`config.mk`:
```
export PLATFORM = sky130hd
export DESIGN_NAME = bcd_countdown_999_flat
export DESIGN_NICKNAME = d
export VERILOG_FILES = /design/src/rtl/bcd_countdown_999_if.sv /design/src/rtl/bcd_countdown_999.sv /design/src/flat_wrapper.sv
export SDC_FILE = /design/constraint.sdc
export NUM_CORES = 1
export LEC_CHECK = 0
export ABC_AREA = 1
export CORE_MARGIN = 8
export CORE_UTILIZATION = 47
export CTS_CLUSTER_SIZE = 12
export DETAILED_ROUTE_END_ITERATION = 6
export GPL_ROUTABILITY_DRIVEN = 0
export PLACE_DENSITY_LB_ADDON = 0.15
export SYNTH_ARGS = -nofsm -noshare
export SYNTH_HDL_FRONTEND = slang
export SYNTH_SLANG_ARGS = --single-unit
export TNS_END_PERCENT = 50
```
`constraint.sdc`:
```
create_clock -name clk -period 2.26 [get_ports clk]
set_clock_uncertainty 0.1 [all_clocks]
set_input_delay 0.678 -clock clk [delete_from_list [all_inputs] [get_ports clk]]
set_output_delay 0.678 -clock clk [all_outputs]
set_load 0.01 [all_outputs]
```
`src/rtl/bcd_countdown_999_if.sv`:
```
// Control/status bundle for the three-digit BCD countdown timer.
//   tick, load, load_value, start, pause : controller -> timer
//   time_out, done, running              : timer -> controller
// master = controller side, slave = timer side.
interface bcd_countdown_999_if;
  logic        tick;
  logic        load;
  logic [11:0] load_value;
  logic        start;
  logic        pause;
  logic [11:0] time_out;
  logic        done;
  logic        running;

  modport master (
    output tick, load, load_value, start, pause,
    input  time_out, done, running
  );

  modport slave (
    input  tick, load, load_value, start, pause,
    output time_out, done, running
  );
endinterface

```
`src/rtl/bcd_countdown_999.sv`:
```
// Three-digit BCD countdown timer (999 down to 000) with optional auto reload.
// Ports:
//   clk   : system clock, rising edge
//   reset : asynchronous, active-high
//   bus   : slave side of bcd_countdown_999_if
//           inputs  tick, load, load_value[11:0], start, pause
//           outputs time_out[11:0] (BCD h/t/u), done (expiry pulse), running
// Per-cycle input priority is load > pause > start > tick; an asserted
// higher-priority input masks the lower ones even when it has no effect.
module bcd_countdown_999 #(
  parameter bit AUTO_RELOAD = 1'b0
) (
  input  logic               clk,
  input  logic               reset,
  bcd_countdown_999_if.slave bus
);

  localparam int unsigned DIG_W = 4;
  localparam int unsigned CNT_W = 3 * DIG_W;

  typedef enum logic [1:0] {
    IDLE = 2'd0,
    RUN  = 2'd1,
    HOLD = 2'd2
  } state_t;

  state_t             state_q, state_d;
  logic [CNT_W-1:0]   time_q, time_d;
  logic [CNT_W-1:0]   reload_q, reload_d;
  logic               done_q, done_d;
  logic               running_q, running_d;
  logic [CNT_W-1:0]   load_clamped;

  // Saturate a non-BCD digit to 9.
  function automatic logic [DIG_W-1:0] clamp_digit(input logic [DIG_W-1:0] d);
    return (d > DIG_W'(9)) ? DIG_W'(9) : d;
  endfunction

  // BCD decrement with borrow ripple; 000 is held rather than wrapped.
  function automatic logic [CNT_W-1:0] bcd_dec(input logic [CNT_W-1:0] v);
    logic [DIG_W-1:0] h, t, u;
    {h, t, u} = v;
    if (v == CNT_W'(0)) return v;
    if (u != DIG_W'(0)) begin
      u = u - DIG_W'(1);
    end else begin
      u = DIG_W'(9);
      if (t != DIG_W'(0)) begin
        t = t - DIG_W'(1);
      end else begin
        t = DIG_W'(9);
        h = h - DIG_W'(1);
      end
    end
    return {h, t, u};
  endfunction

  assign load_clamped = {clamp_digit(bus.load_value[11:8]),
                         clamp_digit(bus.load_value[7:4]),
                         clamp_digit(bus.load_value[3:0])};

  // State and output registers.
  always_ff @(posedge clk or posedge reset) begin
    if (reset) begin
      state_q   <= IDLE;
      time_q    <= CNT_W'(0);
      reload_q  <= CNT_W'(0);
      done_q    <= 1'b0;
      running_q <= 1'b0;
    end else begin
      state_q   <= state_d;
      time_q    <= time_d;
      reload_q  <= reload_d;
      done_q    <= done_d;
      running_q <= running_d;
    end
  end

  // Next-state and next-output logic.
  always_comb begin
    state_d  = state_q;
    time_d   = time_q;
    reload_d = reload_q;
    done_d   = 1'b0;

    if (bus.load) begin
      time_d   = load_clamped;
      reload_d = load_clamped;
      state_d  = IDLE;
    end else if (bus.pause) begin
      if (state_q == RUN) state_d = HOLD;
    end else if (bus.start) begin
      if ((state_q == IDLE && time_q != CNT_W'(0)) || state_q == HOLD) begin
        state_d = RUN;
      end
    end else if (bus.tick && state_q == RUN) begin
      if (time_q == CNT_W'(1)) begin
        done_d = 1'b1;
        // An all-zero reload register degrades auto reload to a plain stop.
        if (AUTO_RELOAD && reload_q != CNT_W'(0)) begin
          time_d = reload_q;
        end else begin
          time_d  = CNT_W'(0);
          state_d = IDLE;
        end
      end else begin
        time_d = bcd_dec(time_q);
      end
    end

    running_d = (state_d == RUN);
  end

  assign bus.time_out = time_q;
  assign bus.done     = done_q;
  assign bus.running  = running_q;

endmodule

```
`src/flat_wrapper.sv`:
```
// flat-port wrapper written by rule: the top's interface ports become plain ports
module bcd_countdown_999_flat 
#(
  parameter bit AUTO_RELOAD = 1'b0
)
  (clk, reset, bus_tick, bus_load, bus_load_value, bus_start, bus_pause, bus_time_out, bus_done, bus_running);
  bcd_countdown_999_if bus_i ();
  input  logic clk;
  input  logic reset;
  input wire logic [$bits(bus_i.tick)-1:0] bus_tick;
  input wire logic [$bits(bus_i.load)-1:0] bus_load;
  input wire logic [$bits(bus_i.load_value)-1:0] bus_load_value;
  input wire logic [$bits(bus_i.start)-1:0] bus_start;
  input wire logic [$bits(bus_i.pause)-1:0] bus_pause;
  output wire logic [$bits(bus_i.time_out)-1:0] bus_time_out;
  output wire logic [$bits(bus_i.done)-1:0] bus_done;
  output wire logic [$bits(bus_i.running)-1:0] bus_running;
  assign bus_i.tick = bus_tick;
  assign bus_i.load = bus_load;
  assign bus_i.load_value = bus_load_value;
  assign bus_i.start = bus_start;
  assign bus_i.pause = bus_pause;
  assign bus_time_out = bus_i.time_out;
  assign bus_done = bus_i.done;
  assign bus_running = bus_i.running;
  bcd_countdown_999 #(.AUTO_RELOAD(AUTO_RELOAD)) u_core (.clk(clk), .reset(reset), .bus(bus_i));
endmodule
```
# After elaboration in Yosys (flattened, before gate mapping)
# Index checks and enable logic that the tools add are counted.
# word_totals
word_cells	65
inputBits	18
ff_bits	16
# classes
n_addsub	3
eq_ne	9
reduce_logical	12
n_lt_le_gt_ge	3
mux	32
# op_table
cell	n
$mux 12	6
$mux 4	8
$mux 2	7
$eq 12x1->1 const B	1
$gt 4x4->1 const B	3
$logic_not 12->1	1
$reduce_bool 12->1	1
$sub 4x1->4 const B	3
$mux 1	11
$ne 4x2->1 const B	2
$reduce_bool 4->1	2
$reduce_and 6->1	1
$reduce_and 5->1	1
$eq 2x1->1 const B	2
$ne 2x2->1 const B	2
$ne 4x3->1 const B	1
$reduce_and 4->1	1
$eq 2x2->1 const B	1
$logic_and 1x1->1	2
$logic_not 2->1	1
$reduce_bool 2->1	1
$logic_or 1x1->1	1

# Logic depth before layout (Yosys ltp)
# logic_depth
depth_word	13
mapped_depth	11

# Worst setup path before layout
# No wires, ideal clock.
# synth_timing
path_type	input -> register
start	input bus_load
end	register u_core.time_q[0], in the netlist u_core.bus.time_out[0]
setup_ns	0.135
path_stages	6
arrival_ns	1.475
n_path_buf	1
setup_slack_ns	0.550
path_cell_list	clkbuf_2 inv_1 nand4_1 nand2_1 nor2_1 o21ai_0
# synth_via
elab_chain_cells	2
# synth_rtl
item	line	rtl
start, declared	flat_wrapper.sv:11	input wire logic [$bits(bus_i.load)-1:0] bus_load;
$ne 4x3->1 (no source line), or another cell as far along	n/a	
$reduce_and 4->1 (no source line)	n/a	
end signal, assigned	bcd_countdown_999.sv:72	time_q <= time_d;
end, declared	bcd_countdown_999.sv:28	logic [CNT_W-1:0] time_q, time_d;
# Several ways; a longest one is shown, not always the timed one.
# A chain may end at the register's enable or synchronous reset.

# Worst setup path in the final report
# layout_timing
start	register u_core.time_q[10], in the netlist u_core.bus.time_out[10]
end	output bus_time_out[10]
# layout_lines
item	line	rtl
end, declared	flat_wrapper.sv:15	output wire logic [$bits(bus_i.time_out)-1:0] bus_time_out;
# No word-level cell between the ends.

==> impl_metrics.csv <==
group,metric,value,unit
setup_path,critPathArrivalTime,1.29,ns
cells_and_area,fin_util,0.6779,
setup_path,crit_type,"reg -> out",
routing,viasPerCell,5.124,
timing,hold_viol,0,
synth,synth_edf_count,0,
flow_run,drv_cap,0,
timing,tightest_slew,0.6057,ns
setup_path,r2r_setup_slack,0.33,ns
floorplan,row_count,17,
synth,synth_cell_types,24,
place,dp_hpwl,2231,µm
place,dp_cells,222,
cts,cts_hold_buffers,0,
floorplan,ios,32,
routing,post-route-drc-count,0,
floorplan,core_area,0.002233,mm²
cts,cts.path.max_buffers,2,
setup_path,worstReg2RegStart,"u_core.bus.time_out[0]",
cts,cts_max_level,1,
grt,antenna_found_initial,0,
setup_path,cp-startpoint,"u_core.bus.time_out[10]",
setup_path,cpPeakStageDelay,0.57,ns
cells_and_area,drive_above_1_share,0.08081,
setup_path,worst-path-max-fanout,5,
synth,synth_area,0.001130,mm²
timing,relSlewSlack,0.5958,
grt,grt_usage,0.1368,
cts,clock_sinks,16,
timing,period_minus_slack,2.069,ns
synth,netlist_instances,163,
timing,fin_crit_sh,0.9154,
floorplan,die_area,0.004229,mm²
setup_path,startpoint_type,"flop",
place,dpl-instance-area,0.001478,mm²
cells_and_area,area_growth,34.00,%
place,port_buffers,31,
setup_path,worst-path-stages,1,
power_and_ir_drop,ir_drop,0.0006069,V
synth,ys_seq_area_frac,0.3544,
setup_path,crit_family,"buffers and inverters",
setup_path,crit_chain,"clkdlybuf4s50_1",
routing,drt_pass1_iterations,4,
synth,synthFlopType,"dfrtp_1",
timing,setup_viol,0,
setup_path,critPathCapture,"bus_time_out[10]",
cts,clkTransAtPathRegs,0.10,ns
synth,synthTopCellsByCount,"35 x nand2_1, 21 x nand3_1, 20 x inv_1",
synth,synth_warnings,0,
routing,vias,1158,
synth,avgSynthCellArea,6.931,µm²
timing,rsz0062_at_grt,"no",
setup_path,rr_worst_depth,10,
cells_and_area,diodes,0,
synth,yosysTopAreaCellShare,0.3544,
synth,ys_seq_elements,16,
cts,cts_inserted_buffers,3,
setup_path,cpMaxStageDelayCell,"clkdlybuf4s50_1",
power_and_ir_drop,leakagePower,0.0007222,µW
routing,final_antenna_net_count,0,
status,run_status,"finished, final reports clean",
cts,cts_setup_buffers,0,
hold_path,hold_path.startpoint,"u_core.bus.time_out[9]",
cts,worstSkewPairLatency,0.29,ns
timing,drv_slew,0,
setup_path,required,1.48,ns
synth,synth_nets,186,
setup_path,worstPathBufferInverterCount,1,
floorplan,die_w,65.03,µm
grt,grt_pass1_wl,4830,µm
grt,grt_max_degree,17,
cts,ctsResizeCount,0,
cts,root_buffer,"clkbuf_4",
floorplan,die_y,65.03,µm
routing,drtIter0Drc,48,
cells_and_area,fin_nets,222,
grt,overflow,0,
routing,routedWlPerCell,12.05,µm
hold_path,hold_class,"reg -> reg",
setup_path,r2r_end,"u_core.bus.time_out[9]",
power_and_ir_drop,power_density,970.5,mW/mm²
routing,routed_wl,2724,µm
synth,yosysTopAreaCell,"dfrtp_1",
synth,synth.most_common_cell,"nand2_1",
grt,grt_pass1_vias,1138,
cts,cts_tree,"built",
cells_and_area,finalNonFillerCells,226,
floorplan,initial_utilization,0.5059,
synth,synthArstFlopShare,1.000,
hold_path,hold_depth,2,
synth,netlist_top_cells_area,"dfrtp_1 35%, nand2_1 12%, nand3_1 9.3%",
timing,fmax,0.4834,GHz
setup_path,end_kind,"output pin",
cells_and_area,fin_area,0.001514,mm²
timing,fin_tns_setup,0,ns
==> stage by stage <==
step                setup WS [ns]  total power (µW)  hold slack, ns
global route               0.1402              1608          0.4647
global placement          0.06856              1262          0.3904
detailed placement        0.01458              1278          0.4042
finish                     0.1912              1469          0.4250
floorplan                  0.5498             960.4          0.4267
CTS                        0.1717              1477          0.4313
==> power by group <==
part | leakage [µW] | total (µW) | switching [µW] | internal [µW]
registers | 0.000205 | 458 | 83.3 | 375
logic | 0.000496 | 818 | 433 | 385
clock network | 0.0000210 | 194 | 95.4 | 98.1
==> flip-flops by register name, indices dropped and copies added, names as in the netlist <==
signal	cells
u_core.bus.running	1
u_core.state_q	2
u_core.bus.time_out	12
u_core.bus.done	1
==> cell type report <==
type / instances / area [µm²]
Multi-Input combinational cell: 122 / 626.9
Timing Repair Buffer: 34 / 332.8
Clock buffer: 4 / 36.28
Tap cell: 28 / 35.03
Fill cell: 210 / 719.4
Inverter: 22 / 82.58
Sequential cell: 16 / 400.4
==> routing by layer <==
layer,up-vias,global-route usage,share of wire
met4,0,0.04087,0.012
met3,4,0.04467,0.081
met2,38,0.2186,0.44
li1,597,-,-
met5,-,0,0
met1,519,0.1709,0.47
==> cell usage in the layout, fill, tap and decap left out <==
cell / n
o21ai_1: 4
nor2_2: 1
xor2_1: 2
o21bai_1: 1
o21ai_0: 17
nor4_1: 1
nand2_2: 3
a31oi_1: 1
ha_1: 5
o2bb2ai_1: 1
nand2_1: 35
xnor2_1: 2
nand4_1: 1
inv_1: 20
a21oi_1: 5
nand3_1: 21
clkdlybuf4s50_1: 31
inv_2: 2
clkbuf_8: 1
dfrtp_1: 16
clkbuf_4: 3
o21ai_2: 1
buf_4: 3
nor2_1: 19
nor2_4: 2
==> how the worst min path moves through the flow <==
stage / endpoint
after global routing: u_core.bus.time_out[9]
after global placement: u_core.bus.time_out[9]
after CTS: u_core.bus.time_out[9]
after floorplan: u_core.bus.time_out[9]
after detailed placement: u_core.bus.time_out[9]
final: u_core.bus.time_out[9]
==> cell families (layout without fill, tap and decap cells) <==
family | Yosys count | count (layout) | share of synthesized area
XOR/XNOR | 4 | 4 | 0.03101
adder cells (fa/ha/maj) | 5 | 5 | 0.05537
buffers and inverters | 25 | 60 | 0.09080
flip-flops | 16 | 16 | 0.3544
AO/OA/AOI/OAI | 30 | 30 | 0.1429
AND/OR/NAND/NOR | 83 | 83 | 0.3256
No activity file was read; power rests on OpenSTA's default activity.
